===== config.mk =====
export PLATFORM = sky130hd
export DESIGN_NAME = mmio_bridge
export DESIGN_NICKNAME = d
export VERILOG_FILES = /design/src/rtl/slc3_pkg.sv /design/src/rtl/mmio_wait_counter.sv /design/src/rtl/mmio_bridge.sv
export SDC_FILE = /design/constraint.sdc
export NUM_CORES = 1
export LEC_CHECK = 0
export CORE_ASPECT_RATIO = 1.4
export CORE_UTILIZATION = 49
export CTS_BUF_LIST = sky130_fd_sc_hd__clkbuf_4 sky130_fd_sc_hd__clkbuf_8
export DETAILED_ROUTE_END_ITERATION = 7
export PLACE_DENSITY_LB_ADDON = 0.3
export SKIP_CTS_REPAIR_TIMING = 1
export SLEW_MARGIN = 20
export SYNTH_ARGS = -nofsm -noshare
export SYNTH_HDL_FRONTEND = slang
export SYNTH_SLANG_ARGS = --single-unit
export TNS_END_PERCENT = 100

===== constraint.sdc =====
create_clock -name Clk -period 2.5 [get_ports Clk]
set_input_delay 0.25 -clock Clk [delete_from_list [all_inputs] [get_ports Clk]]
set_output_delay 0.25 -clock Clk [all_outputs]
set_load 0.01 [all_outputs]

===== src/rtl/slc3_pkg.sv =====
// Shared SLC-3 memory/IO definitions: bridge FSM states, IO address offsets
// and default bus widths.
package slc3_pkg;

    typedef enum logic [1:0] {
        IDLE,
        IO,
        SRAM,
        ACK
    } bridge_state_t;

    // Offsets below IO_BASE: switches/display write at +0, display readback at -1
    localparam int IO_SW_OFFSET    = 0;
    localparam int IO_HEXRB_OFFSET = 1;

    localparam int DATA_W_DEF = 16;
    localparam int ADDR_W_DEF = 16;

endpackage


===== src/rtl/mmio_wait_counter.sv =====
// Loadable 4-bit down-counter that times SRAM strobe cycles; saturates at 0.
module mmio_wait_counter (
    input  logic       clk,
    input  logic       srst,
    input  logic       load,
    input  logic       en,
    input  logic [3:0] load_val,
    output logic       done
);

    logic [3:0] count_reg;

    always_ff @(posedge clk) begin
        if (srst) begin
            count_reg <= '0;
        end else if (load) begin
            count_reg <= load_val;
        end else if (en && (count_reg != 4'd0)) begin
            count_reg <= count_reg - 4'd1;
        end
    end

    assign done = (count_reg == 4'd0);

endmodule


===== src/rtl/mmio_bridge.sv =====
// Memory/IO bridge between the SLC-3 MAR/MDR side and external SRAM plus
// board switches and hex display, with req/ack handshake and SRAM wait states.
module mmio_bridge
    import slc3_pkg::*;
#(
    parameter int                DATA_W   = DATA_W_DEF,
    parameter int                ADDR_W   = ADDR_W_DEF,
    parameter int                N_HEX    = 4,
    parameter int                SW_W     = 10,
    parameter int                WAIT_CYC = 1,
    parameter logic [ADDR_W-1:0] IO_BASE  = {ADDR_W{1'b1}}
) (
    input  logic                 Clk,
    input  logic                 Reset,
    input  logic                 req,
    input  logic                 we,
    input  logic [ADDR_W-1:0]    addr,
    input  logic [DATA_W-1:0]    wdata,
    output logic [DATA_W-1:0]    rdata,
    output logic                 ack,
    output logic                 busy,
    input  logic [SW_W-1:0]      Switches,
    output logic [4*N_HEX-1:0]   Hex_out,
    output logic [ADDR_W-1:0]    SRAM_ADDR,
    input  logic [DATA_W-1:0]    Data_from_SRAM,
    output logic [DATA_W-1:0]    Data_to_SRAM,
    output logic                 OE_N,
    output logic                 WE_N
);

    localparam int                HEX_W      = 4 * N_HEX;
    localparam logic [ADDR_W-1:0] SW_ADDR    = IO_BASE - ADDR_W'(IO_SW_OFFSET);
    localparam logic [ADDR_W-1:0] HEXRB_ADDR = IO_BASE - ADDR_W'(IO_HEXRB_OFFSET);

    bridge_state_t       state_reg, state_next;
    logic                we_reg;
    logic [ADDR_W-1:0]   addr_reg;
    logic [HEX_W-1:0]    wdata_hex_reg;
    logic [HEX_W-1:0]    hex_reg;
    logic [DATA_W-1:0]   rdata_reg;
    logic [ADDR_W-1:0]   sram_addr_reg;
    logic [DATA_W-1:0]   to_sram_reg;
    logic                oe_n_reg, we_n_reg;

    logic                accept;
    logic                addr_is_io;
    logic                cnt_done;
    logic [DATA_W-1:0]   sw_ext, hex_ext;

    assign accept     = (state_reg == IDLE) && req;
    assign addr_is_io = (addr == SW_ADDR) || (addr == HEXRB_ADDR);

    always_comb begin
        sw_ext              = '0;
        sw_ext[SW_W-1:0]    = Switches;
        hex_ext             = '0;
        hex_ext[HEX_W-1:0]  = hex_reg;
    end

    mmio_wait_counter u_wait (
        .clk      (Clk),
        .srst     (Reset),
        .load     (accept),
        .en       (state_reg == SRAM),
        .load_val (4'(WAIT_CYC)),
        .done     (cnt_done)
    );

    always_ff @(posedge Clk) begin
        if (Reset) begin
            state_reg <= IDLE;
        end else begin
            state_reg <= state_next;
        end
    end

    always_comb begin
        state_next = state_reg;
        case (state_reg)
            IDLE:    if (req) state_next = addr_is_io ? IO : SRAM;
            IO:      state_next = ACK;
            SRAM:    if (cnt_done) state_next = ACK;
            ACK:     state_next = IDLE;
            default: state_next = IDLE;
        endcase
    end

    always_ff @(posedge Clk) begin
        if (Reset) begin
            we_reg        <= 1'b0;
            addr_reg      <= '0;
            wdata_hex_reg <= '0;
            hex_reg       <= '0;
            rdata_reg     <= '0;
            sram_addr_reg <= '0;
            to_sram_reg   <= '0;
            oe_n_reg      <= 1'b1;
            we_n_reg      <= 1'b1;
        end else begin
            if (accept) begin
                we_reg        <= we;
                addr_reg      <= addr;
                wdata_hex_reg <= wdata[HEX_W-1:0];
                if (!addr_is_io) begin
                    sram_addr_reg <= addr;
                    to_sram_reg   <= wdata;
                    oe_n_reg      <= we;
                    we_n_reg      <= !we;
                end
            end
            // Writes to the readback address fall through here and change nothing
            if (state_reg == IO) begin
                if (we_reg) begin
                    if (addr_reg == SW_ADDR) hex_reg <= wdata_hex_reg;
                end else begin
                    rdata_reg <= (addr_reg == SW_ADDR) ? sw_ext : hex_ext;
                end
            end
            if ((state_reg == SRAM) && cnt_done) begin
                oe_n_reg <= 1'b1;
                we_n_reg <= 1'b1;
                if (!we_reg) rdata_reg <= Data_from_SRAM;
            end
        end
    end

    assign rdata        = rdata_reg;
    assign ack          = (state_reg == ACK);
    assign busy         = (state_reg != IDLE);
    assign Hex_out      = hex_reg;
    assign SRAM_ADDR    = sram_addr_reg;
    assign Data_to_SRAM = to_sram_reg;
    assign OE_N         = oe_n_reg;
    assign WE_N         = we_n_reg;

endmodule


==> results.sh, run 1 <==
export IMPL_yosysWarnings=0
export IMPL_async_flop_share_pct=0
export IMPL_areaGrowthSynthToFinish_pct=34.6
export IMPL_setup_viol=0
export IMPL_synth_edf_count=0
export IMPL_core_area_um2=8300
export IMPL_reg2reg_slack_ns=0.32
export IMPL_num_antenna_cells=0
export IMPL_stdcell_area_um2=5720
export IMPL_path_class="reg -> reg"
export IMPL_synth_area_mux_share_pct=0.235
export IMPL_layout_drive_gt1_share_pct=6.50
export IMPL_dpl_hpwl_mm=7.44
export IMPL_port_buffers=129
export IMPL_max_freq_mhz=458
export IMPL_finalSetupTns_ns=0
export IMPL_h_tree_depth=3
export IMPL_cp_slowest_cell="and4bb_2"
export IMPL_worstSkewPairLatency_ns=0.36
export IMPL_clock_skew_ns=0.0105
export IMPL_r2r_start="state_reg[0]"
export IMPL_final_max_slew_viol_count=0
export IMPL_yosysTopAreaCellShare_pct=49.4
export IMPL_grt_overflow=0
export IMPL_antenna_left=0
export IMPL_cp_required_ns=2.77
export IMPL_max_vdd_ir_drop_mv=0.615
export IMPL_p_per_area_nw_per_um2=939
export IMPL_ys_seq_elements=105
export IMPL_cts_root_buf="clkbuf_8"
export IMPL_ff2ff_path_depth=6
export IMPL_gr_usage_all_layers_pct=23.3
export IMPL_synth_compound_area_share_pct=20.2
export IMPL_crit_path_max_fanout=22
export IMPL_synth_nets=586
export IMPL_worstPathArrival_ns=2.46
export IMPL_vias=3987
export IMPL_p_leak_uw=0.00201
export IMPL_drc=0
export IMPL_holdCritPathClass="in -> reg"
export IMPL_cts_buffer_depth=2
export IMPL_place_congestion=0.787
export IMPL_synth_cell_area_um2=4250
export IMPL_synth_top_family_by_area="simple AND/OR/NAND/NOR gates"
export IMPL_first_pass_iters=5
export IMPL_cts_tree="yes"
export IMPL_drt_iter0_markers=277
export IMPL_seq_area_frac_synth_pct=49.4
export IMPL_min_period_ns=2.18
export IMPL_die_y_um=112
export IMPL_start_util_pct=51.3
export IMPL_viasPerCell=5.44
export IMPL_cpPeakStageDelay_ns=0.55
export IMPL_die_w_um=80.8
export IMPL_yosys_area_share_adder_pct=1.76
export IMPL_max_slew_margin_rel_pct=54.6
export IMPL_outcome="complete, no violations"
export IMPL_grt_max_degree=64
export IMPL_grt_pass1_wl_mm=16.9
export IMPL_final_cell_mix="nand2_1, clkdlybuf4s50_1, dfxtp_1, a21oi_1, nand3_1"
export IMPL_worstMarginPinSlew_ns=0.681
export IMPL_path_cells="inv_1, ha_1, and4bb_2, o21ba_2, nor2_1, a311oi_2"
export IMPL_yosysTopAreaCell="dfxtp_1"
export IMPL_syn_inst=518
export IMPL_fp_row_count=39
export IMPL_hold_viol=0
export IMPL_layout_nets=694
export IMPL_die_area_um2=9060
export IMPL_antenna_found_initial=0
export IMPL_top_level_ports=130
export IMPL_layout_commonest_cell="nand2_1"
export IMPL_startpoint_type="flop"
export IMPL_synth_xor_area_share_pct=0.618
export IMPL_wl_mm=10.4
export IMPL_nFillCells=689
export IMPL_first_global_vias=3641
export IMPL_synth_simple_area_share_pct=22.5
export IMPL_rsz0062_at_grt="false"
export IMPL_end_kind="flop"
export IMPL_cts_reportedPaths_clkPinSlew_ns=0.10
export IMPL_synth_avg_cell_area_um2=8.21
export IMPL_yosys_top_cells_area="dfxtp_1, nand2_1, a21oi_1"
export IMPL_min_period_over_period_pct=87.3
export IMPL_timing_max_cap_violations=0
export IMPL_cts_sink_count=105
export IMPL_cts_made_buffers=9
export IMPL_wl_per_cell_um=14.2
export IMPL_synth_main_ff_cell="dfxtp_1"
export IMPL_place_area_um2=5540
export IMPL_synth_distinct_cells=40
export IMPL_cp_startpoint="state_reg[0]"
## area by class of cell
cell class / count / area [um^2] / area share [%]
clock inverters: 6 / 51.3 / 0.896
multi-input cells: 366 / 1930 / 33.7
inverters: 6 / 22.5 / 0.393
flip-flops and latches: 105 / 2100 / 36.7
well taps: 102 / 128 / 2.23
clock buffers: 10 / 138 / 2.40
repair buffers: 138 / 1360 / 23.7
## worst min-delay path by stage
stage                     startpoint  depth (start not counted)                to  slack [ns]
finish                         Reset                          2     SRAM_ADDR[10]        0.44
global route                   Reset                          2      SRAM_ADDR[5]        0.45
CTS                            Reset                          2  wdata_hex_reg[9]        0.42
detailed placement  wdata_hex_reg[2]                          2  wdata_hex_reg[2]        0.45
global placement    Data_to_SRAM[15]                          2  Data_to_SRAM[15]        0.44
floorplan                   addr[10]                          2      addr_reg[10]        0.39
## power by group
group          internal (uW)  switching (uW)
Clock                    402             584
Combinational           1000            1150
Sequential              2040             203
Total                   3440            1930
## logic make-up after synthesis
group,after synthesis
buffers and inverters,47
adders and majority gates,6
muxes,1
DFF,105
xor gates and xnor gates,3
and+or+nand+nor,216
AOI/OAI and AO/OA,140
## routing by layer
layer  global-route usage [%]  vias up  share of wire, %  wire length [um]
met2                     38.7      151                48              5030
li1                         -     2001                 -                 -
met1                     30.1     1825                43              4500
met3                     4.47       10               7.3               761
met4                     7.62        0              0.98               102
met5                        0        -                 0                 0
## synth_stat cells, types with 2 or more instances
library cell and n:
nand4_1 5, nor2_1 22, a21oi_1 93, a32oi_1 6, a311oi_2 4, nand3_1 39, a211oi_1 6, and2_1 4
nand4_2 2, ha_1 6, o21ai_0 17, dfxtp_1 105, buf_4 6, clkbuf_1 23, buf_6 2, nand2_1 131
a311oi_1 6, nor3_1 5, buf_2 9, xor2_1 2, inv_1 6
## per-stage QoR
step / util, % / hold WS [ns] / power (uW) / setup slack, ns / std cells
detailed placement: 66.7 / 0.447 / 4430 / 0.321 / 717
CTS: 69.0 / 0.417 / 5410 / 0.307 / 733
floorplan: - / 0.386 / 3600 / 0.769 / 518
global route: 69.0 / 0.446 / 5740 / 0.155 / 733
finish: 69.0 / 0.436 / 5380 / 0.317 / 733
global placement: 66.7 / 0.443 / 4360 / 0.394 / 717
## worst max-delay path: cells and delay by family (launching register included)
family / cells / cell delay (ns)
DFF: 1 / 0.35
AOI/OAI and AO/OA: 2 / 0.74
buffers and inverters: 1 / 0.10
and+or+nand+nor: 2 / 0.66
adders and majority gates: 1 / 0.24
No activity file was read; power rests on OpenSTA's default activity.
==> inputs of run 2 (changes only) <==
CORE_UTILIZATION = 44   (was 49)
GPL_TIMING_DRIVEN = 1   (was not set)
clock period = 2 ns   (was 2.5 ns; I/O delays follow)
==> run 2 against run 1 <==
Against the previous run:
- count of clock-buffer cells in the layout grew 4
- sequential cell count is the same
- register-to-register slack lost 0.15 ns
- final area increased by 3.5%
- die area rose by 11%
- final cell count up 2.5%
- utilization down 6.0 points
- sequential power up 26%
- combinational power is 33% higher
- critical path type is now reg -> out
==> results.sh, run 2 (synthesis results as in run 1) <==
export IMPL_outcome="complete, no violations"
export IMPL_p_leak_uw=0.00210
export IMPL_die_area_um2=10100
export IMPL_drt_iter0_markers=188
export IMPL_min_period_ns=1.86
export IMPL_finalPower_uw=7170
export IMPL_num_antenna_cells=0
export IMPL_min_period_over_period_pct=93.1
export IMPL_cp_slowest_cell="clkdlybuf4s50_1"
export IMPL_gr_usage_all_layers_pct=22.8
export IMPL_areaGrowthSynthToFinish_pct=39.2
export IMPL_cpPeakStageDelay_ns=0.54
export IMPL_grt_overflow=0
export IMPL_end_kind="output port"
export IMPL_cpMostUsedCell="inv_1"
export IMPL_place_congestion=0.773
export IMPL_combPwrFrac_pct=39.9
export IMPL_wl_met2_mm=5.61
export IMPL_rsz0062_at_grt="false"
export IMPL_grt_pass1_wl_mm=18.5
export IMPL_netSwitchingFraction_pct=34.0
export IMPL_setup_viol=0
export IMPL_cts_reportedPaths_clkPinSlew_ns=0.09
export IMPL_path_delay_family="buffers and inverters"
export IMPL_wl_met3_um=567
export IMPL_path_class="reg -> out"
export IMPL_cts_tree="yes"
export IMPL_critPathBufInv=3
export IMPL_wl_met1_mm=4.83
export IMPL_cts_made_buffers=9
export IMPL_p_per_area_nw_per_um2=1210
export IMPL_max_slew_margin_rel_pct=65.1
export IMPL_first_global_vias=3859
export IMPL_switchingPower_uw=2440
export IMPL_intPower_uw=4730
export IMPL_hold_viol=0
export IMPL_final_cell_mix="nand2_1, clkdlybuf4s50_1, dfxtp_1, a21oi_1, nand3_1"
export IMPL_max_freq_mhz=537
export IMPL_drc=0
export IMPL_timing_max_cap_violations=0
export IMPL_antenna_left=0
export IMPL_layout_drive_gt1_share_pct=8.58
export IMPL_antenna_found_initial=0
export IMPL_viasPerCell=5.42
export IMPL_core_area_um2=9410
export IMPL_startpoint_type="flop"
export IMPL_holdCritPathClass="in -> reg"
export IMPL_die_w_um=85.1
export IMPL_worstSkewPairLatency_ns=0.37
export IMPL_cts_buffer_depth=2
export IMPL_sequentialPowerShare_pct=39.3
export IMPL_vias=4074
export IMPL_cts_sink_count=105
export IMPL_dpl_hpwl_mm=8.07
export IMPL_crit_path_max_fanout=4
export IMPL_first_pass_iters=4
export IMPL_clock_skew_ns=0.00862
export IMPL_layout_commonest_cell="nand2_1"
export IMPL_worstPathArrival_ns=1.66
export IMPL_clkPwrFrac_pct=20.8
export IMPL_whs_ns=0.303
export IMPL_final_max_slew_viol_count=0
export IMPL_dr_max_layer_used="met4"
export IMPL_cp_required_ns=1.80
export IMPL_die_y_um=118
export IMPL_start_util_pct=45.2
export IMPL_finalSetupTns_ns=0
export IMPL_wl_per_cell_um=14.9
export IMPL_wl_mm=11.2
export IMPL_cts_root_buf="clkbuf_8"
export IMPL_path_cells="inv_1, ha_1, inv_1, clkdlybuf4s50_1"
export IMPL_fp_row_count=42
export IMPL_h_tree_depth=3
export IMPL_worstMarginPinSlew_ns=0.524
export IMPL_top_level_ports=130
export IMPL_max_vdd_ir_drop_mv=0.705
export IMPL_port_buffers=129
export IMPL_layout_nets=704
export IMPL_grt_max_degree=65
[run 2: cell count changes in the layout (fill, tap and decap cells not counted), moves of 2 or more]
cell | previous run | this run
buf_4 | 10 | 17
buf_12 | 0 | 3
clkbuf_4 | 0 | 3
clkinv_4 | 3 | 0
a311oi_1 | 6 | 4
a311oi_2 | 4 | 6
bufinv_16 | 0 | 2
inv_6 | 2 | 0
[run 2: area by class of cell]
| cell class | instances | area [um^2] |
|---|---|---|
| Clock buffer | 14 | 174 |
| Tap cell | 110 | 138 |
| Multi-Input combinational cell | 366 | 1960 |
| Fill cell | 829 | 3480 |
| Timing Repair Buffer | 148 | 1470 |
| Clock inverter | 2 | 60.1 |
| Sequential cell | 105 | 2100 |
| Inverter | 6 | 22.5 |
[run 2: path summary, 6_finish.rpt]
| check | from | end | slack [ns] | cells past startpoint |
|---|---|---|---|---|
| setup / recovery | state_reg[1] | busy | 0.14 | 4 |
| hold / removal | Reset | SRAM_ADDR[10] | 0.30 | 2 |
| setup reg to reg | state_reg[0] | flop | 0.17 | 7 |
| hold reg to reg | wdata_hex_reg[3] | wdata_hex_reg[3] | 0.46 | 2 |
[run 2: layer usage]
metal / track usage [%] / vias to the layer above
li1: - / 2012
met2: 38.6 / 114
met5: 0 / -
met4: 9.96 / 0
met1: 28.5 / 1934
met3: 3.14 / 14
[run 2: stage by stage]
step | utilization, % | instances | worst slack [ns] | area [um^2]
3_3_place_gp | 60.1 | 735 | 0.0234 | 5660
4_1_cts | 62.6 | 751 | 0.0312 | 5890
5_1_grt | 63.0 | 751 | 0.0479 | 5920
2_1_floorplan | - | 518 | 0.269 | 4250
6_report | 63.0 | 751 | 0.138 | 5920
3_5_place_dp | 60.1 | 735 | 0.0177 | 5660
[run 2: power by group through the flow]
| stage | Combinational [uW] | Clock (uW) | Sequential [uW] |
|---|---|---|---|
| floorplan | 1550 | 0 | 2950 |
| global placement | 2730 | 0 | 2840 |
| detailed placement | 2810 | 0 | 2860 |
| CTS | 2810 | 1520 | 2810 |
| global route | 3150 | 1600 | 2870 |
| finish | 2860 | 1490 | 2820 |
==> inputs of run 3 (changes only) <==
CORE_MARGIN = 10   (was not set)
SLEW_MARGIN = not set   (was 20)
==> run 3 against run 2 <==
Against the previous run:
- routed wire length grew 9.4%
- final area decreased by 1.2%
- clock power fell by 19%
- die area up 40%
- critical endpoint unchanged
- non-clock buffer count did not move
- maximum frequency is 0.75% higher
- setup slack better by 0.014 ns
- sequential cell count unchanged
- largest cell class unchanged
- critical path depth is the same
- register-to-register slack barely moved
- count of clock-buffer cells in the layout is the same
==> results.sh, run 3 (synthesis results as in run 1) <==
export IMPL_outcome="complete, no violations"
export IMPL_dp_cells=735
export IMPL_place_congestion=0.815
export IMPL_rsz0062_at_grt="false"
export IMPL_grt_overflow=0
export IMPL_layout_drive_gt1_share_pct=8.14
export IMPL_fp_row_count=42
export IMPL_final_cell_mix="nand2_1, clkdlybuf4s50_1, dfxtp_1, a21oi_1, nand3_1"
export IMPL_holdCritPathClass="in -> reg"
export IMPL_startpoint_type="flop"
export IMPL_layout_commonest_cell="nand2_1"
export IMPL_drt_iter0_markers=193
export IMPL_antenna_left=0
export IMPL_cpMostUsedCell="inv_1"
export IMPL_cts_made_buffers=9
export IMPL_max_slew_margin_rel_pct=63.3
export IMPL_cts_root_buf="clkbuf_8"
export IMPL_cts_tree="yes"
export IMPL_wl_per_cell_um=16.4
export IMPL_die_w_um=103
export IMPL_final_util_pct=61.9
export IMPL_whs_ns=0.327
export IMPL_multi_input_area_um2=1940
export IMPL_hold_viol=0
export IMPL_max_vdd_ir_drop_mv=0.748
export IMPL_wl_mm=12.3
export IMPL_areaGrowthSynthToFinish_pct=37.5
export IMPL_clock_skew_ns=0.00751
export IMPL_first_pass_iters=4
export IMPL_grt_max_degree=56
export IMPL_cpPeakStageDelay_ns=0.54
export IMPL_dpl_hpwl_mm=9.20
export IMPL_first_global_vias=3997
export IMPL_use_met3_pct=5.59
export IMPL_groute_layer_met1_usage_pct=21.2
export IMPL_path_class="reg -> out"
export IMPL_antenna_found_initial=0
export IMPL_grt_pass1_wl_mm=19.8
export IMPL_die_area_um2=14100
export IMPL_h_tree_depth=3
export IMPL_max_freq_mhz=541
export IMPL_top_level_ports=130
export IMPL_worstPathArrival_ns=1.65
export IMPL_end_kind="output port"
export IMPL_min_period_ns=1.85
export IMPL_nFillCells=853
export IMPL_cts_sink_count=105
export IMPL_seq_area_um2=2100
export IMPL_num_antenna_cells=0
export IMPL_start_util_pct=45.0
export IMPL_timing_max_cap_violations=0
export IMPL_globalRouteMet2Util_pct=27.8
export IMPL_gr_usage_all_layers_pct=17.5
export IMPL_cts_reportedPaths_clkPinSlew_ns=0.09
export IMPL_drc=0
export IMPL_worstMarginPinSlew_ns=0.551
export IMPL_crit_path_max_fanout=4
export IMPL_final_max_slew_viol_count=0
export IMPL_layout_nets=704
export IMPL_cp_required_ns=1.80
export IMPL_critPathBufInv=3
export IMPL_vias=4040
export IMPL_p_leak_uw=0.00207
export IMPL_viasPerCell=5.39
export IMPL_port_buffers=129
export IMPL_cp_slowest_cell="clkdlybuf4s50_1"
export IMPL_final_cells=749
export IMPL_worstSkewPairLatency_ns=0.36
export IMPL_path_cells="inv_1, ha_1, inv_1, clkdlybuf4s50_1"
export IMPL_cts_buffer_depth=2
export IMPL_min_period_over_period_pct=92.4
export IMPL_core_area_um2=9460
export IMPL_die_y_um=136
export IMPL_p_per_area_nw_per_um2=1180
export IMPL_setup_viol=0
export IMPL_path_delay_family="buffers and inverters"
export IMPL_finalSetupTns_ns=0
export IMPL_top_usage_layer="met2"
-- run 3: changes by cell type in the layout (fill, tap and decap cells not counted), sizes merged --
cell | before | now
bufinv | 2 | 0
-- run 3: worst paths after layout --
kind | startpoint | to | slack, ns | cells after the start
max reg2reg | state_reg[0] | flop | 0.16 | 7
min reg2reg | wdata_hex_reg[4] | wdata_hex_reg[4] | 0.46 | 2
max | state_reg[0] | busy | 0.15 | 4
min | Reset | addr_reg[15] | 0.33 | 2
-- run 3: power by group --
part           leakage, uW  switching (uW)  internal, uW
Combinational      0.00112            1520          1360
Clock            0.0000929             662           552
Sequential        0.000859             256          2550
-- run 3: metal layers --
layer / share of wire, % / vias up
met3: 8.2 / 16
met1: 42 / 1880
met2: 48 / 128
met4: 2.0 / 0
met5: 0 / -
li1: - / 2016
-- run 3: area by class of cell --
type	count	share of cell area [%]
inverters	6	0.385
multi-input cells	366	33.2
clock buffers	14	2.97
flip-flops and latches	105	36.0
well taps	110	2.35
repair buffers	148	25.1
-- run 3: per-stage QoR --
step                power (uW)  setup WS [ns]  area, um^2
finish                    6900          0.152        5850
global route              7390         0.0180        5850
floorplan                 4500          0.269        4250
global placement          5610       -0.00137        5660
CTS                       6930         0.0291        5830
detailed placement        5720        0.00152        5660
